<file path="src/rtl/int_csr_pkg.sv">
// int_csr_pkg: shared constants and types for the interrupt CSR slave
package int_csr_pkg;
    // Register word indices, taken from byte address bits [3:2]
    localparam logic [1:0] REG_PENDING = 2'd0;
    localparam logic [1:0] REG_ENABLE  = 2'd1;
    localparam logic [1:0] REG_SET     = 2'd2;
    localparam logic [1:0] REG_CLAIM   = 2'd3;
    localparam int CLAIM_ANY_BIT = 31;
    typedef enum logic {IDLE, RESP} state_t;
endpackage

</file>
<file path="src/rtl/int_csr_prio_enc.sv">
// prio_enc: index of the lowest set bit of vec_i plus an any-bit-set flag
// Ports:
//   vec_i  in  N   input vector
//   idx_o  out IW  lowest set index, 0 when vec_i is zero
//   any_o  out 1   vec_i is nonzero
module prio_enc #(
    parameter int N  = 8,
    parameter int IW = (N > 1) ? $clog2(N) : 1
) (
    input  logic [N-1:0]  vec_i,
    output logic [IW-1:0] idx_o,
    output logic          any_o
);
    // Scanning from the top lets the lowest set bit win the last assignment
    always_comb begin
        idx_o = '0;
        for (int i = N - 1; i >= 0; i--)
            if (vec_i[i]) idx_o = IW'(i);
    end
    assign any_o = |vec_i;
endmodule

</file>
<file path="src/rtl/int_csr.sv">
// int_csr: CPU register slave for the interrupt controller (pending, enable, set, claim)
// Ports:
//   clk_i, rst_i (async, active-high)
//   req_valid_i/req_ready_o/req_write_i/req_addr_i/req_wdata_i  bus request
//   rsp_valid_o/rsp_ready_i/rsp_rdata_o                          bus response
//   pending_i        pending vector from the controller
//   enabled_o        enable mask to the controller
//   clear_strobe_o   one-cycle W1C pulse
//   sw_set_strobe_o  one-cycle software-set pulse
module int_csr
    import int_csr_pkg::*;
#(
    parameter int NUM_INT = 8,
    parameter int IDX_W   = (NUM_INT > 1) ? $clog2(NUM_INT) : 1
) (
    input  logic               clk_i,
    input  logic               rst_i,
    input  logic               req_valid_i,
    output logic               req_ready_o,
    input  logic               req_write_i,
    input  logic [3:0]         req_addr_i,
    input  logic [31:0]        req_wdata_i,
    output logic               rsp_valid_o,
    input  logic               rsp_ready_i,
    output logic [31:0]        rsp_rdata_o,
    input  logic [NUM_INT-1:0] pending_i,
    output logic [NUM_INT-1:0] enabled_o,
    output logic [NUM_INT-1:0] clear_strobe_o,
    output logic [NUM_INT-1:0] sw_set_strobe_o
);
    state_t             state;
    logic [NUM_INT-1:0] hit, wbits;
    logic [IDX_W-1:0]   idx;
    logic               any, accept;
    logic [1:0]         sel;
    logic [31:0]        rd_mux;
    logic               unused_bits;

    assign unused_bits = ^{req_addr_i[1:0], req_wdata_i};
    assign sel         = req_addr_i[3:2];
    assign wbits       = req_wdata_i[NUM_INT-1:0];
    assign hit         = pending_i & enabled_o;
    assign accept      = req_valid_i && state == IDLE;
    assign req_ready_o = state == IDLE;
    assign rsp_valid_o = state == RESP;

    prio_enc #(.N(NUM_INT), .IW(IDX_W)) u_prio (
        .vec_i (hit),
        .idx_o (idx),
        .any_o (any)
    );

    always_comb begin
        rd_mux = sel == REG_PENDING ? 32'(pending_i) :
                 sel == REG_ENABLE  ? 32'(enabled_o) :
                 sel == REG_CLAIM   ? 32'(idx)       : '0;
        if (sel == REG_CLAIM) rd_mux[CLAIM_ANY_BIT] = any;
    end

    always_ff @(posedge clk_i or posedge rst_i) begin
        if (rst_i) begin
            state           <= IDLE;
            rsp_rdata_o     <= '0;
            enabled_o       <= '0;
            clear_strobe_o  <= '0;
            sw_set_strobe_o <= '0;
        end else begin
            // Strobes default low so each write yields a single-cycle pulse
            clear_strobe_o  <= '0;
            sw_set_strobe_o <= '0;
            if (accept) begin
                state           <= RESP;
                rsp_rdata_o     <= req_write_i ? '0 : rd_mux;
                clear_strobe_o  <= req_write_i && sel == REG_PENDING ? wbits : '0;
                sw_set_strobe_o <= req_write_i && sel == REG_SET ? wbits : '0;
                if (req_write_i && sel == REG_ENABLE) enabled_o <= wbits;
            end else if (state == RESP && rsp_ready_i) begin
                state <= IDLE;
            end
        end
    end
endmodule

</file>
<file path="config.mk">
export PLATFORM = sky130hd
export DESIGN_NAME = int_csr
export DESIGN_NICKNAME = d
export VERILOG_FILES = /design/src/rtl/int_csr_pkg.sv /design/src/rtl/int_csr_prio_enc.sv /design/src/rtl/int_csr.sv
export SDC_FILE = /design/constraint.sdc
export NUM_CORES = 1
export LEC_CHECK = 0
export CORE_MARGIN = 10
export CORE_UTILIZATION = 38
export CTS_BUF_LIST = sky130_fd_sc_hd__clkbuf_16
export CTS_CLUSTER_DIAMETER = 50
export CTS_CLUSTER_SIZE = 12
export DETAILED_ROUTE_END_ITERATION = 12
export GPL_TIMING_DRIVEN = 1
export PLACE_DENSITY_LB_ADDON = 0.12
export SETUP_SLACK_MARGIN = 0.5
export SLEW_MARGIN = 10
export SYNTH_ARGS = -nofsm -noshare
export SYNTH_HDL_FRONTEND = slang
export SYNTH_SLANG_ARGS = --single-unit
export TNS_END_PERCENT = 30
</file>
<file path="constraint.sdc">
create_clock -name clk_i -period 3.4 [get_ports clk_i]
set_clock_uncertainty 0.2 [all_clocks]
set_input_delay 0.85 -clock clk_i [delete_from_list [all_inputs] [get_ports clk_i]]
set_output_delay 0.85 -clock clk_i [all_outputs]
set_load 0.02 [all_outputs]
</file>
Yosys cells after proc, flatten, opt, wreduce, memory -nomap -nowiden. Cells that the tools add are included.

Bits in read-only memories: 0. Bits in latches: 0. Bits in registers: 57. Bits in writable memories: 0. Memories kept: 0. Logic and storage cells: 38.

Add/sub/neg operators: 0. Shift-type cells: 0. Div/mod/pow operators: 0. Multiplexer cells: 19. Multiply operators: 0. Reductions and logical operators: 9. Eq/ne operators: 3. $lt $le $gt $ge: 0. Bitwise logic cells: 2.

Operator list (number): two-way mux 8 bit (6); two-way mux 32 bit (1); two-way mux 3 bit (9); bitwise AND 8 bit (1); OR reduction 8 bit (1); logical AND 1 bit (5); == test 2 bit, second input constant (2); two-way mux 1 bit (3); == test 2 x 1 -> 1 bit, second input constant (1); logical NOT 2 bit (1); AND reduction 2 bit (1); nonzero test 2 bit (1); NOT 1 bit (1).

Logic depth before layout (Yosys ltp).
Depth after elaboration: 13. Mapped depth: 5. Gate-level depth less buffers: 4.

Hierarchy. From an unflattened synthesis, not the netlist that was laid out.

Cells, all modules: 148. Area, all modules: 1666.6 um2.

Modules (own cells, without submodules): int_csr (instances 1, cells each 135, seq. area each 850.8 um2, area an instance 1585.3 um2); prio_enc (instances 1, cells each 13, seq. area each 0.0 um2, area an instance 81.3 um2).

Worst setup path before layout. OpenSTA, ideal clock, no wires.

Kind: input-to-reg. From: input req_addr_i[3]. To: register enabled_o[0]. Stages: 3. Arrival time: 1.720 ns. Data required time: 3.075 ns. Setup time: 0.125 ns. Slack: 1.355 ns. Path buffers: 1. Cells stage by stage: buf_2 -> nor3b_4 -> mux2_2.

Word-level cells in the longest chain between the ends: 3.

RTL lines: start: declaration (RTL line int_csr.sv:21) `input logic [3:0] req_addr_i,`; == test 2 x 1 -> 1 bit (RTL line int_csr.sv:76) `if (req_write_i && sel == REG_ENABLE) enabled_o <= wbits;`; logical AND 1 bit (RTL line int_csr.sv:76); AND reduction 2 bit (no source line); end signal: assignment (RTL line int_csr.sv:76); end: declaration (RTL line int_csr.sv:27) `output logic [NUM_INT-1:0] enabled_o,`.

Every way passes these cells. A chain may end at the register's enable or synchronous reset.

Final worst setup path.
From: register state, in the netlist rsp_valid_o. To: output req_ready_o.

Word-level cells in the longest chain between the ends: 1.

RTL lines: start: declaration (RTL line int_csr.sv:31) `state_t state;`; start signal: assignment (RTL line int_csr.sv:62) `state <= IDLE;`; start signal: assignment (RTL line int_csr.sv:72) `state <= RESP;`; start signal: assignment (RTL line int_csr.sv:78) `state <= IDLE;`; NOT 1 bit (RTL line int_csr.sv:44) `assign req_ready_o = state == IDLE;`; end: declaration (RTL line int_csr.sv:19) `output logic req_ready_o,`.

Every way passes these cells.

==> summary.md <==
| Metric | Value |
|---|---|
| Status | `completed` |
| Worst-Skew Late Latency | `280 ps` |
| Ys async rst share | `1.00` |
| Area growth syn-to-layout | `42.8%` |
| Gr busiest metal | `met2` |
| Setup TNS | `0 ps` |
| Total GRT Usage | `0.116` |
| Clock buffer depth | `2` |
| Post-layout util | `0.566` |
| Synth top area cells | `dfrtp_1 (53%), buf_4 (11%), and2_1 (6.2%)` |
| Nets | `256` |
| Grt ovf | `0` |
| Layout cell share with drive strength beyond 1 | `0.0962` |
| Vias in the first global route | `1252` |
| Register area share after synthesis | `0.530` |
| Grt met1 use | `0.128` |
| Met2 Use GR | `0.178` |
| CP Cell Sequence | `inv_1 > clkdlybuf4s50_1` |
| Final setup margin | `978 ps` |
| Peak per-stage delay on the critical path | `610 ps` |
| Top cell type's share of synthesized area | `0.530` |
| Post-synth EDFFs | `0` |
| CTS H-Tree Depth | `2` |
| Sink Count | `34` |
| Slew HR | `0.505` |
| Post-DP HPWL | `3300 um` |
| Worst-Margin Slew | `736 ps` |
| Filler Cells Inserted | `358` |
| Boundary pin count | `107` |
| Top-count cell post-synth | `dfrtp_1` |
| 1st-pass router iterations | `4` |
| Clk slew on worst S/H paths | `50 ps` |
| Detailed Route Iter0 Violations | `80` |
| Min-Delay Startpoint | `rsp_rdata_o[31]` |
| Max Clk Rate | `413 MHz` |
| Post-CTS Setup Bufs | `0` |
| # diodes | `0` |
| Flops & latches, synth | `34` |
| Number of CTS-inserted buffers | `5` |
| First-pass GRT wire length | `6540 um` |
| Final setup fails | `0` |
| Top_reg_cell synth | `dfrtp_1` |
| Required @ worst endpoint | `2350 ps` |
| Worst slack, placed | `680 ps` |
| VDD IR-drop max | `0.282 mV` |
| Pleak | `1.05 nW` |
| Slew Limit Fails | `0` |
| RSZ-0062 raised after global routing | `no` |
| Final Cell Area | `2290 um2` |
| Synth top cells by count | `dfrtp_1 (34), buf_4 (23), and2_1 (16)` |
| Finished Layout Cells | `258` |
| Die Area | `7230 um2` |
| Largest area contributor in the netlist | `dfrtp_1` |
| Hold_buf cts | `0` |
| R2R Path End | `enabled_o[5]` |
| FF-to-FF Start | `rsp_valid_o` |
| FF-to-FF setup slack | `1660 ps` |
| Antenna violations before repair | `0` |
| Detailed-route via count | `1202` |
| Slowest cell on crit path | `clkdlybuf4s50_1` |
| Met3 GRT Util | `0.0650` |
| Initial Util | `0.396` |
| Crit. path cell count | `2` |
| PD cells | `559 nW/um2` |
| CTS Root Cell | `clkbuf_16` |
| Count of port buffers added during placement | `57` |
| Final Hold Vio Count | `0` |
| Post-synthesis cell type count | `29` |
| Crit path to | `req_ready_o` |
| Period minus WS final | `2420 ps` |
| Post-CTS sizing | `0` |
| Setup CP Type | `register to output port` |
| CP arrival | `1370 ps` |
| Die width | `85.0 um` |
| Syn Area/Cell | `11.1 um2` |
| Design Power | `1.28 mW` |
| Critical Path Sink Type | `output port` |
| Critical Path Start | `rsp_valid_o` |
| Height of the chip | `85.0 um` |
| Post-Route WL | `4130 um` |
| Largest net degree at the start of global routing | `35` |
| Post-DR vias/cell | `4.66` |
| Worst hold slack | `276 ps` |
| YS warnings | `0` |
| Placed cell area | `2150 um2` |
| Worst reg2reg path depth | `4` |
| Core area | `4060 um2` |
| MaxCap Viol Count | `0` |
| Drt drc | `0` |
| Antenna Violating Nets Remaining | `0` |
| Hold Path Class | `register to register` |
| Core Rows | `23` |
| Post-DR wirelength/cell | `16.0 um` |
| Syn Std Cell Area | `1610 um2` |
| Cells after synthesis | `145` |
| Crit Path Max Fanout | `3` |
| CTS tree | `built` |
| Critical path buffers and inverters | `2` |
| Routability cong. | `0.846` |
| Nature of the critical path startpoint | `register` |
| Crit-path leading delay family | `buffers and inverters` |
| Final period utilization | `0.712` |
| Placed insts | `250` |
-- worst reg2reg max path: stages (launching register included) --
cell	delay, ps
dfrtp_1	380
inv_1	100
nand3_2	120
nor3b_4	430
mux2_2	390
-- registers in the layout (all words and copies together) (netlist names) --
signal and count:
rsp_valid_o 1, sw_set_strobe_o 8, clear_strobe_o 8, rsp_rdata_o 9
enabled_o 8
-- final cells by class --
class	count	area (um2)	share of cell area
Clock buffer	5	125	0.0545
Clock inverter	3	16.3	0.00709
Inverter	4	15.0	0.00654
Multi-Input combinational cell	102	632	0.275
Sequential cell	34	851	0.371
Tap cell	50	62.6	0.0273
Timing Repair Buffer	60	593	0.258
-- how the worst min path moves through the flow --
stage,end,cells after the start,slack [ps]
final,rsp_rdata_o[31],2,280
after floorplan,rsp_rdata_o[1],2,390
after detailed placement,rsp_rdata_o[31],2,270
after global placement,rsp_rdata_o[31],2,260
after global routing,rsp_rdata_o[7],2,310
after CTS,rsp_rdata_o[31],2,280
-- layout by cell type (no fill, tap or decap), drive strengths merged --
cell / instances
clkdlybuf4s50: 57
dfrtp: 34
conb: 23
and2: 16
nand2: 13
o21ai: 10
mux2: 8
mux2i: 6
clkbuf: 5
inv: 4
a22oi: 3
a21oi: 3
buf: 3
nand2b: 2
a32o: 2
a31oi: 2
o31ai: 2
nor3b: 2
clkinv: 2
nand3: 1
nor3: 1
a22o: 1
nand4b: 1
nor2: 1
nand4: 1
o2111ai: 1
or3: 1
a2bb2oi: 1
and3: 1
clkinvlp: 1
-- cell families after synthesis --
group,synth area share
and+or+nand+nor,0.146
DFF,0.530
buffers and inverters,0.128
AOI/OAI and AO/OA,0.100
muxes,0.0935
other,0.00233
-- power breakdown --
group          internal (mW)  total [mW]  switching (mW)
combinational          0.167       0.349           0.182
sequential             0.452       0.501          0.0487
clock                  0.267       0.433           0.166
total                  0.886        1.28           0.397
-- routing by layer --
layer | wire, um | up-vias | share of wire
li1 | - | 574 | -
met1 | 1650 | 572 | 0.40
met3 | 378 | 4 | 0.091
met5 | 0 | - | 0
met4 | 68 | 0 | 0.016
met2 | 2040 | 52 | 0.49
No activity file was read; power rests on OpenSTA's default activity.
